**src/rtl/mem_pkg.sv**
```systemverilog
// Shared constants for the unified-memory response demux: destination
// select encodings and the default read-word width.
package mem_pkg;
  localparam logic SEL_IF  = 1'b0;
  localparam logic SEL_MEM = 1'b1;
  localparam int   DATA_W  = 32;
  localparam int   NUM_DST = 2;
endpackage

```
**src/rtl/mem_resp_demux_if.sv**
```systemverilog
// Request/response bundle between the memory return path and its two
// consumers. master drives requests and ready; slave is the demux.
interface mem_resp_demux_if #(parameter int n = 32);
  logic         req_valid;
  logic         req_sel;
  logic         req_ready;
  logic [n-1:0] resp_data;
  logic         if_valid;
  logic [n-1:0] if_data;
  logic         if_ready;
  logic         mem_valid;
  logic [n-1:0] mem_data;
  logic         mem_ready;

  modport master (
    output req_valid, req_sel, resp_data, if_ready, mem_ready,
    input  req_ready, if_valid, if_data, mem_valid, mem_data
  );

  modport slave (
    input  req_valid, req_sel, resp_data, if_ready, mem_ready,
    output req_ready, if_valid, if_data, mem_valid, mem_data
  );
endinterface

```
**src/rtl/mem_resp_slot.sv**
```systemverilog
// One-entry holding register for a single destination. free is high when
// the entry is empty or is being drained this cycle.
module mem_resp_slot #(parameter int n = 32) (
  input  logic         clk,
  input  logic         rst,
  input  logic         wr_en,
  input  logic [n-1:0] wr_data,
  input  logic         rd_ready,
  output logic         valid,
  output logic [n-1:0] data,
  output logic         free
);
  logic consume;

  assign consume = valid && rd_ready;
  assign free    = !valid || consume;

  // A write on the same edge as a drain wins, so the slot refills in place.
  always_ff @(posedge clk) begin
    if (rst) begin
      valid <= 1'b0;
      data  <= '0;
    end else if (wr_en) begin
      valid <= 1'b1;
      data  <= wr_data;
    end else if (consume) begin
      valid <= 1'b0;
    end
  end
endmodule

```
**src/rtl/mem_resp_demux.sv**
```systemverilog
// Routes the shared memory read word back to IF or MEM using a one-cycle
// in-flight tag. Optional MEM_RESP_DEMUX_BYPASS_EN forwards resp_data
// straight to an empty, ready destination in the capture cycle.
module mem_resp_demux
  import mem_pkg::*;
#(
  parameter int n = DATA_W
) (
  input logic             clk,
  input logic             rst,
  mem_resp_demux_if.slave bus
);
  logic                        tag_valid;
  logic                        tag_sel;
  logic                        accept;
  logic [NUM_DST-1:0]          rd_ready;
  logic [NUM_DST-1:0]          slot_valid;
  logic [NUM_DST-1:0]          slot_free;
  logic [NUM_DST-1:0]          wr_en;
  logic [NUM_DST-1:0]          byp;
  logic [NUM_DST-1:0]          out_valid;
  logic [NUM_DST-1:0][n-1:0]   slot_data;
  logic [NUM_DST-1:0][n-1:0]   out_data;

  assign rd_ready[SEL_IF]  = bus.if_ready;
  assign rd_ready[SEL_MEM] = bus.mem_ready;

  // Same-destination in-flight response blocks; the other destination does not.
  assign bus.req_ready = slot_free[bus.req_sel] && !(tag_valid && (tag_sel == bus.req_sel));
  assign accept        = bus.req_valid && bus.req_ready;

  always_ff @(posedge clk) begin
    if (rst) begin
      tag_valid <= 1'b0;
      tag_sel   <= SEL_IF;
    end else begin
      tag_valid <= accept;
      if (accept) tag_sel <= bus.req_sel;
    end
  end

  for (genvar d = 0; d < NUM_DST; d++) begin : g_dst
    logic capture;

    assign capture = tag_valid && (tag_sel == 1'(d));

`ifdef MEM_RESP_DEMUX_BYPASS_EN
    assign byp[d]       = capture && !slot_valid[d] && rd_ready[d];
    assign out_valid[d] = slot_valid[d] || byp[d];
    assign out_data[d]  = byp[d] ? bus.resp_data : slot_data[d];
`else
    assign byp[d]       = 1'b0;
    assign out_valid[d] = slot_valid[d];
    assign out_data[d]  = slot_data[d];
`endif

    // A bypassed word is consumed directly and never lands in the slot.
    assign wr_en[d] = capture && !byp[d];

    mem_resp_slot #(.n(n)) u_slot (
      .clk      (clk),
      .rst      (rst),
      .wr_en    (wr_en[d]),
      .wr_data  (bus.resp_data),
      .rd_ready (rd_ready[d]),
      .valid    (slot_valid[d]),
      .data     (slot_data[d]),
      .free     (slot_free[d])
    );
  end

  assign bus.if_valid  = out_valid[SEL_IF];
  assign bus.if_data   = out_data[SEL_IF];
  assign bus.mem_valid = out_valid[SEL_MEM];
  assign bus.mem_data  = out_data[SEL_MEM];
endmodule

```
**src/flat_wrapper.sv**
```systemverilog
// flat-port wrapper written by rule: the top's interface ports become plain ports
module mem_resp_demux_flat import mem_pkg::*;
#(
  parameter int n = DATA_W
)
  (clk, rst, bus_req_valid, bus_req_sel, bus_resp_data, bus_if_ready, bus_mem_ready, bus_req_ready, bus_if_valid, bus_if_data, bus_mem_valid, bus_mem_data);
  mem_resp_demux_if #(.n(n)) bus_i ();
  input logic clk;
  input logic rst;
  input wire logic [$bits(bus_i.req_valid)-1:0] bus_req_valid;
  input wire logic [$bits(bus_i.req_sel)-1:0] bus_req_sel;
  input wire logic [$bits(bus_i.resp_data)-1:0] bus_resp_data;
  input wire logic [$bits(bus_i.if_ready)-1:0] bus_if_ready;
  input wire logic [$bits(bus_i.mem_ready)-1:0] bus_mem_ready;
  output wire logic [$bits(bus_i.req_ready)-1:0] bus_req_ready;
  output wire logic [$bits(bus_i.if_valid)-1:0] bus_if_valid;
  output wire logic [$bits(bus_i.if_data)-1:0] bus_if_data;
  output wire logic [$bits(bus_i.mem_valid)-1:0] bus_mem_valid;
  output wire logic [$bits(bus_i.mem_data)-1:0] bus_mem_data;
  assign bus_i.req_valid = bus_req_valid;
  assign bus_i.req_sel = bus_req_sel;
  assign bus_i.resp_data = bus_resp_data;
  assign bus_i.if_ready = bus_if_ready;
  assign bus_i.mem_ready = bus_mem_ready;
  assign bus_req_ready = bus_i.req_ready;
  assign bus_if_valid = bus_i.if_valid;
  assign bus_if_data = bus_i.if_data;
  assign bus_mem_valid = bus_i.mem_valid;
  assign bus_mem_data = bus_i.mem_data;
  mem_resp_demux #(.n(n)) u_core (.clk(clk), .rst(rst), .bus(bus_i));
endmodule
```
**config.mk**
```make
export PLATFORM = sky130hd
export DESIGN_NAME = mem_resp_demux_flat
export DESIGN_NICKNAME = d
export VERILOG_FILES = /design/src/rtl/mem_pkg.sv /design/src/rtl/mem_resp_demux_if.sv /design/src/rtl/mem_resp_slot.sv /design/src/rtl/mem_resp_demux.sv /design/src/flat_wrapper.sv
export SDC_FILE = /design/constraint.sdc
export NUM_CORES = 1
export LEC_CHECK = 0
export ABC_AREA = 0
export CORE_MARGIN = 2
export CORE_UTILIZATION = 37
export CTS_CLUSTER_SIZE = 12
export DETAILED_ROUTE_END_ITERATION = 16
export PLACE_DENSITY_LB_ADDON = 0.25
export SLEW_MARGIN = 20
export SYNTH_ARGS = -nofsm -noshare
export SYNTH_HDL_FRONTEND = slang
export SYNTH_SLANG_ARGS = --single-unit
```
**constraint.sdc**
```tcl
create_clock -name clk -period 1.25 [get_ports clk]
set_input_delay 0.3125 -clock clk [delete_from_list [all_inputs] [get_ports clk]]
set_output_delay 0.3125 -clock clk [all_outputs]
set_load 0.05 [all_outputs]
```
==> impl_metrics.csv, run 1 <==
group,metric,value,unit
run_status,outcome,"finished, violations left",
run_status,violations,"setup timing",
setup_path,cp_max_fo,3,
cts,root_buffer,"clkbuf_8",
layout,final_core_util,0.719,
synth,synth_edf_count,0,
setup_path,crit_type,"register to output pin",
synth,yosysSeqAreaShare,0.577,
drt,dr.pass1.iters,4,
synth,synth_commonest_cells,"nand2_1, dfxtp_1, a21oi_1",
hold_path,min_to,"u_core.g_dst[0].u_slot.valid",
hold_path,min_from,"bus_if_ready",
synth,yosys-top-cells-area,"dfxtp_1, nand2_1, a21oi_1, buf_2, clkbuf_1",
drt,via_per_inst,4.83,
synth,synth_top_area_frac,0.577,
global_routing,globalRouteTotalUtil,0.206,
cts,cts.sinks,68,
sta,finalHoldViolations,0,
cts,numCtsBuffers,9,
synth,synth_top_area_cell,"dfxtp_1",
layout,syn_to_final_growth,90.1,%
synth,synth_top_flop_cell,"dfxtp_1",
sta,rsz0062_at_grt,"true",
cts,clkLatencyLatePin,0.33,ns
placed_design,dpl.cell_count,475,
cts,clock_path_buffers,2,
synth,syn_area_per_cell,7.89,sq um
drt,wl,7020,um
synth,synth_fp_nets,337,
floorplan,die_h,83.9,um
setup_path,reg2reg_depth,5,
sta,worst_clock_skew,0.00543,ns
sta,setup_viol,1,
drt,drc,0,
synth,yosysMostFrequentCell,"nand2_1",
drt,wl_per_cell,14.3,um
cts,clk_pin_slew,0.07,ns
pwr,p_per_area,1120,nW/um^2
synth,synth_area,2360,sq um
synth,synthArstFlopShare,0,
placed_design,place_congestion,0.778,
global_routing,grt_pass1_vias,2417,
hold_path,hold_depth,4,
layout,finalNetCount,448,
global_routing,antenna_found_initial,0,
floorplan,die-area,7030,sq um
sta,max-slew-margin-rel,0.787,
synth,synth-seq-cells,68,
setup_path,r2r_start,"u_core.tag_sel",
cts,cts_tree,"built",
job,drv_cap,0,
placed_design,io_buffers,104,
sta,setup_ws,-0.466,ns
sta,fmax,583,MHz
setup_path,end_kind,"output pin",
drt,postRouteAntennaNets,0,
layout,antennaDiodeCount,0,
setup_path,cp.arrival,1.40,ns
floorplan,coreArea,6240,sq um
floorplan,num_rows,29,
setup_path,worstSetupStartpointType,"register",
pwr,irDropWorstVdd,0.000850,V
sta,min_period,1.72,ns
layout,final_cells,492,
global_routing,grt_max_degree,36,
setup_path,critPathRequiredTime,0.94,ns
synth,ys_warn_count,0,
placed_design,dpl.hpwl,4840,um
global_routing,grt_overflow,0,
floorplan,start_util,0.378,
layout,layout-drive-gt1-share,0.263,
hold_path,min-delay-path-class,"primary input to register",
synth,synthCells,299,
synth,post_synth_num_cell_types,14,
setup_path,ff2ff_setup_slack,0.05,ns
cts,htreeDepth,3,
sta,worstMarginPinSlew,0.319,ns
setup_path,r2r_end,"u_core.g_dst[1].u_slot.data[4]",
pwr,leakage,1.66,nW
floorplan,ios,105,
sta,slew_viol_final,0,
global_routing,grt_pass1_wl,11500,um
floorplan,die_w,83.9,um
drt,drtIter0Drc,88,
drt,via_count,2377,
sta,period_share,1.37,
==> cell usage in the layout (no fill, tap or decap), drive strengths merged <==
master and n:
nand2 130, buf 85, dfxtp 68, a21oi 67, clkdlybuf4s50 35, clkbuf 12
nand2b 4, nand3 2, nor2b 2, nor2 2, clkinv 2, or3 1
and2 1, o21ai 1, clkinvlp 1, bufinv 1, dlymetal6s2s 1
==> how the worst max path moves through the flow <==
stage / start / to / slack [ns] / depth (start not counted)
2_1_floorplan: u_core.tag_valid / bus_req_ready / -0.14 / 4
3_3_place_gp: bus_if_ready / bus_req_ready / -0.45 / 5
3_5_place_dp: bus_if_ready / bus_req_ready / -0.46 / 5
4_1_cts: u_core.tag_valid / bus_req_ready / -0.49 / 4
5_1_grt: u_core.g_dst[0].u_slot.valid / bus_req_ready / -0.50 / 4
6_report: u_core.g_dst[0].u_slot.valid / bus_req_ready / -0.47 / 4
==> where the power goes <==
group | internal (W) | total [W] | switching [W]
clock | 0.00102 | 0.00183 | 0.000806
combinational | 0.000438 | 0.000880 | 0.000442
sequential | 0.00223 | 0.00230 | 0.0000669
==> area by class of cell <==
class | instances | area (sq um)
Timing Repair Buffer | 121 | 1890
Fill cell | 468 | 1750
Tap cell | 77 | 96.3
Sequential cell | 68 | 1370
Clock inverter | 4 | 47.5
Clock buffer | 12 | 155
Multi-Input combinational cell | 210 | 936
==> registers in the layout, summed over array words and instances (netlist names) <==
name                       cells
u_core.tag_sel                 1
u_core.g_dst.u_slot.data      64
u_core.g_dst.u_slot.valid      2
u_core.tag_valid               1
==> critical path: stages (launching register included) <==
cell     delay (ns)
dfxtp_2        0.32
nor2b_4        0.12
or3_4          0.42
nand2_8        0.07
buf_12         0.13
==> metal layers <==
layer  global-route usage  part of all wire  vias up
met2                0.351              0.49       83
li1                     -                 -     1185
met5                    0                 0        -
met1                0.236              0.43     1105
met4               0.0660            0.0065        0
met3               0.0831             0.075        4
==> logic make-up after synthesis <==
family / after synthesis / synth area share
flip-flops: 68 / 0.577
AO/OA/AOI/OAI: 68 / 0.146
buffers and inverters: 21 / 0.0398
AND/OR/NAND/NOR: 142 / 0.238
==> timing repair <==
item                       in CTS  in global routing
setup endpoints to repair       6                 48
hold buffers                    0                  0
pin swaps                       2                  2
gates resized for setup         4                  5
setup buffers                   1                  0
==> through the flow <==
| stage | worst slack, ns | TNS (ns) | power, W | area [sq um] | hold WS, ns |
|---|---|---|---|---|---|
| floorplan | -0.138 | -0.138 | 0.00271 | 2380 | 0.449 |
| global placement | -0.453 | -0.805 | 0.00321 | 4250 | 0.478 |
| detailed placement | -0.460 | -0.882 | 0.00322 | 4250 | 0.481 |
| CTS | -0.488 | -0.488 | 0.00506 | 4470 | 0.343 |
| global route | -0.504 | -0.737 | 0.00520 | 4490 | 0.343 |
| finish | -0.466 | -0.466 | 0.00501 | 4490 | 0.321 |
Note: power is estimated with default switching activity, not from simulation.
==> run 2, diff against run 1 <==
--- a/config.mk
+++ b/config.mk
@@ -6,7 +6,7 @@
 export NUM_CORES = 1
 export LEC_CHECK = 0
 export ABC_AREA = 0
-export CORE_MARGIN = 2
+export CORE_MARGIN = 5
 export CORE_UTILIZATION = 37
 export CTS_CLUSTER_SIZE = 12
 export DETAILED_ROUTE_END_ITERATION = 16
==> impl_metrics.csv, run 2 (synthesis gave the netlist of run 1 again) <==
group,metric,value,unit
drt,via_per_inst,4.83,
drt,drtIter0Drc,105,
layout,syn_to_final_growth,91.3,%
layout,antennaDiodeCount,0,
setup_path,end_kind,"output pin",
global_routing,grt_max_degree,34,
drt,wl_per_cell,15.0,um
floorplan,die_h,89.9,um
setup_path,crit_type,"primary input to output pin",
cts,numCtsBuffers,9,
hold_path,hold_depth,2,
layout,final_common_cell,"nand2_1",
cts,cts_tree,"built",
run_status,outcome,"finished, violations left",
floorplan,die-area,8070,sq um
setup_path,path_cells,"clkdlybuf4s50_1 -> nor2b_1 -> or3_4 -> nand2_8 -> buf_12",
pwr,seqPwrFrac,0.481,
global_routing,globalRouteTotalUtil,0.177,
sta,slew_viol_final,0,
pwr,p_per_area,1060,nW/um^2
layout,largest-register,"u_core.g_dst.u_slot.data",
drt,dr.pass1.iters,6,
layout,finalNetCount,451,
run_status,violations,"setup timing",
setup_path,worstSetupStartpointType,"primary input",
placed_design,pre_cts_ws,-0.486,ns
sta,finalHoldViolations,0,
pwr,combPwrFrac,0.190,
sta,setup_ws,-0.461,ns
cts,hold_buffers,0,
layout,layout_common_cells,"nand2_1, buf_12, a21oi_1",
sta,rsz0062_at_grt,"true",
drt,wl,7390,um
setup_path,cp_max_fo,3,
layout,largest_reg_flops,64,
global_routing,grt_overflow,0,
floorplan,start_util,0.376,
sta,period_share,1.37,
drt,drc,0,
pwr,clkPwrFrac,0.329,
floorplan,ios,105,
drt,via_count,2385,
sta,setup_viol,1,
setup_path,cp.arrival,1.40,ns
placed_design,dpl.hpwl,5050,um
cts,root_buffer,"clkbuf_8",
sta,worst_clock_skew,0.00627,ns
sta,fmax,585,MHz
cts,clkLatencyLatePin,0.32,ns
sta,min_period,1.71,ns
cts,clk_pin_slew,0.07,ns
sta,worstMarginPinSlew,0.277,ns
cts,cts.sinks,68,
sta,max-slew-margin-rel,0.815,
setup_path,reg2reg_depth,5,
layout,layout-drive-gt1-share,0.264,
placed_design,io_buffers,104,
drt,postRouteAntennaNets,0,
pwr,p_sw,0.00128,W
job,drv_cap,0,
setup_path,worst_path_largest_cell_delay,0.45,ns
layout,top_regs,"u_core.g_dst.u_slot.data: 64 flops, u_core.g_dst.u_slot.valid: 2 flops",
layout,final_core_util,0.719,
setup_path,cp_slowest_cell,"clkdlybuf4s50_1",
global_routing,grt_pass1_wl,11800,um
global_routing,grt_pass1_vias,2384,
cts,htreeDepth,3,
pwr,leakage,1.67,nW
floorplan,coreArea,6280,sq um
setup_path,critPathRequiredTime,0.94,ns
floorplan,die_w,89.9,um
global_routing,antenna_found_initial,0,
pwr,p_int,0.00351,W
cts,clock_path_buffers,2,
floorplan,num_rows,29,
pwr,p_sw_frac,0.267,
pwr,irDropWorstVdd,0.000802,V
hold_path,min-delay-path-class,"primary input to register",
placed_design,place_congestion,0.760,
## run 2: cell type report
class | count | area (sq um)
clock inverter | 2 | 10.0
multi-input combinational | 210 | 941
fill | 470 | 1760
sequential | 68 | 1370
timing repair buffer | 124 | 1940
tap | 77 | 96.3
clock buffer | 13 | 159
## run 2: power by group through the flow
| stage | Clock, W | Sequential [W] | Combinational (W) |
|---|---|---|---|
| after floorplan | 0 | 0.00253 | 0.000178 |
| after global placement | 0 | 0.00235 | 0.000861 |
| after CTS | 0.00160 | 0.00230 | 0.000884 |
| after global routing | 0.00174 | 0.00231 | 0.000956 |
| final | 0.00157 | 0.00230 | 0.000911 |
| after detailed placement | 0 | 0.00235 | 0.000871 |
## run 2: routing by layer
layer	vias up	GRT usage	part of all wire
li1	1184	-	-
met1	1112	0.208	0.43
met2	81	0.285	0.47
met3	8	0.0876	0.091
met4	0	0.0484	0.0097
met5	-	0	0
## run 2: through the flow
stage	hold slack (ns)	power [W]	area, sq um	cells	TNS [ns]
floorplan	0.449	0.00271	2380	299	-0.138
detailed placement	0.483	0.00322	4240	474	-0.797
CTS	0.287	0.00479	4440	491	-0.485
global placement	0.479	0.00321	4240	474	-0.695
finish	0.300	0.00479	4510	494	-0.461
global route	0.289	0.00500	4510	494	-1.16
## run 2: worst max-delay path: cells and delay by family
kind | cells | cell delay, ns
buffers and inverters | 2 | 0.58
AND/OR/NAND/NOR | 3 | 0.50
## run 2: worst paths after layout
| check | startpoint | end | slack, ns |
|---|---|---|---|
| worst max register to register | u_core.tag_sel | u_core.g_dst[1].u_slot.data[28] | 0.05 |
| worst min-delay path | rst | u_core.g_dst[0].u_slot.data[10] | 0.30 |
| worst min register to register | u_core.g_dst[0].u_slot.data[0] | u_core.g_dst[0].u_slot.data[0] | 0.49 |
| worst max-delay path | bus_if_ready | bus_req_ready | -0.46 |
## run 2: repair_timing
item / 4_1_cts / 5_1_grt
resized for setup: 5 / 9
pin swaps: 2 / 2
setup endpoints to repair: 1 / 49
gates cloned: 0 / 2
setup buffers: 2 / 1
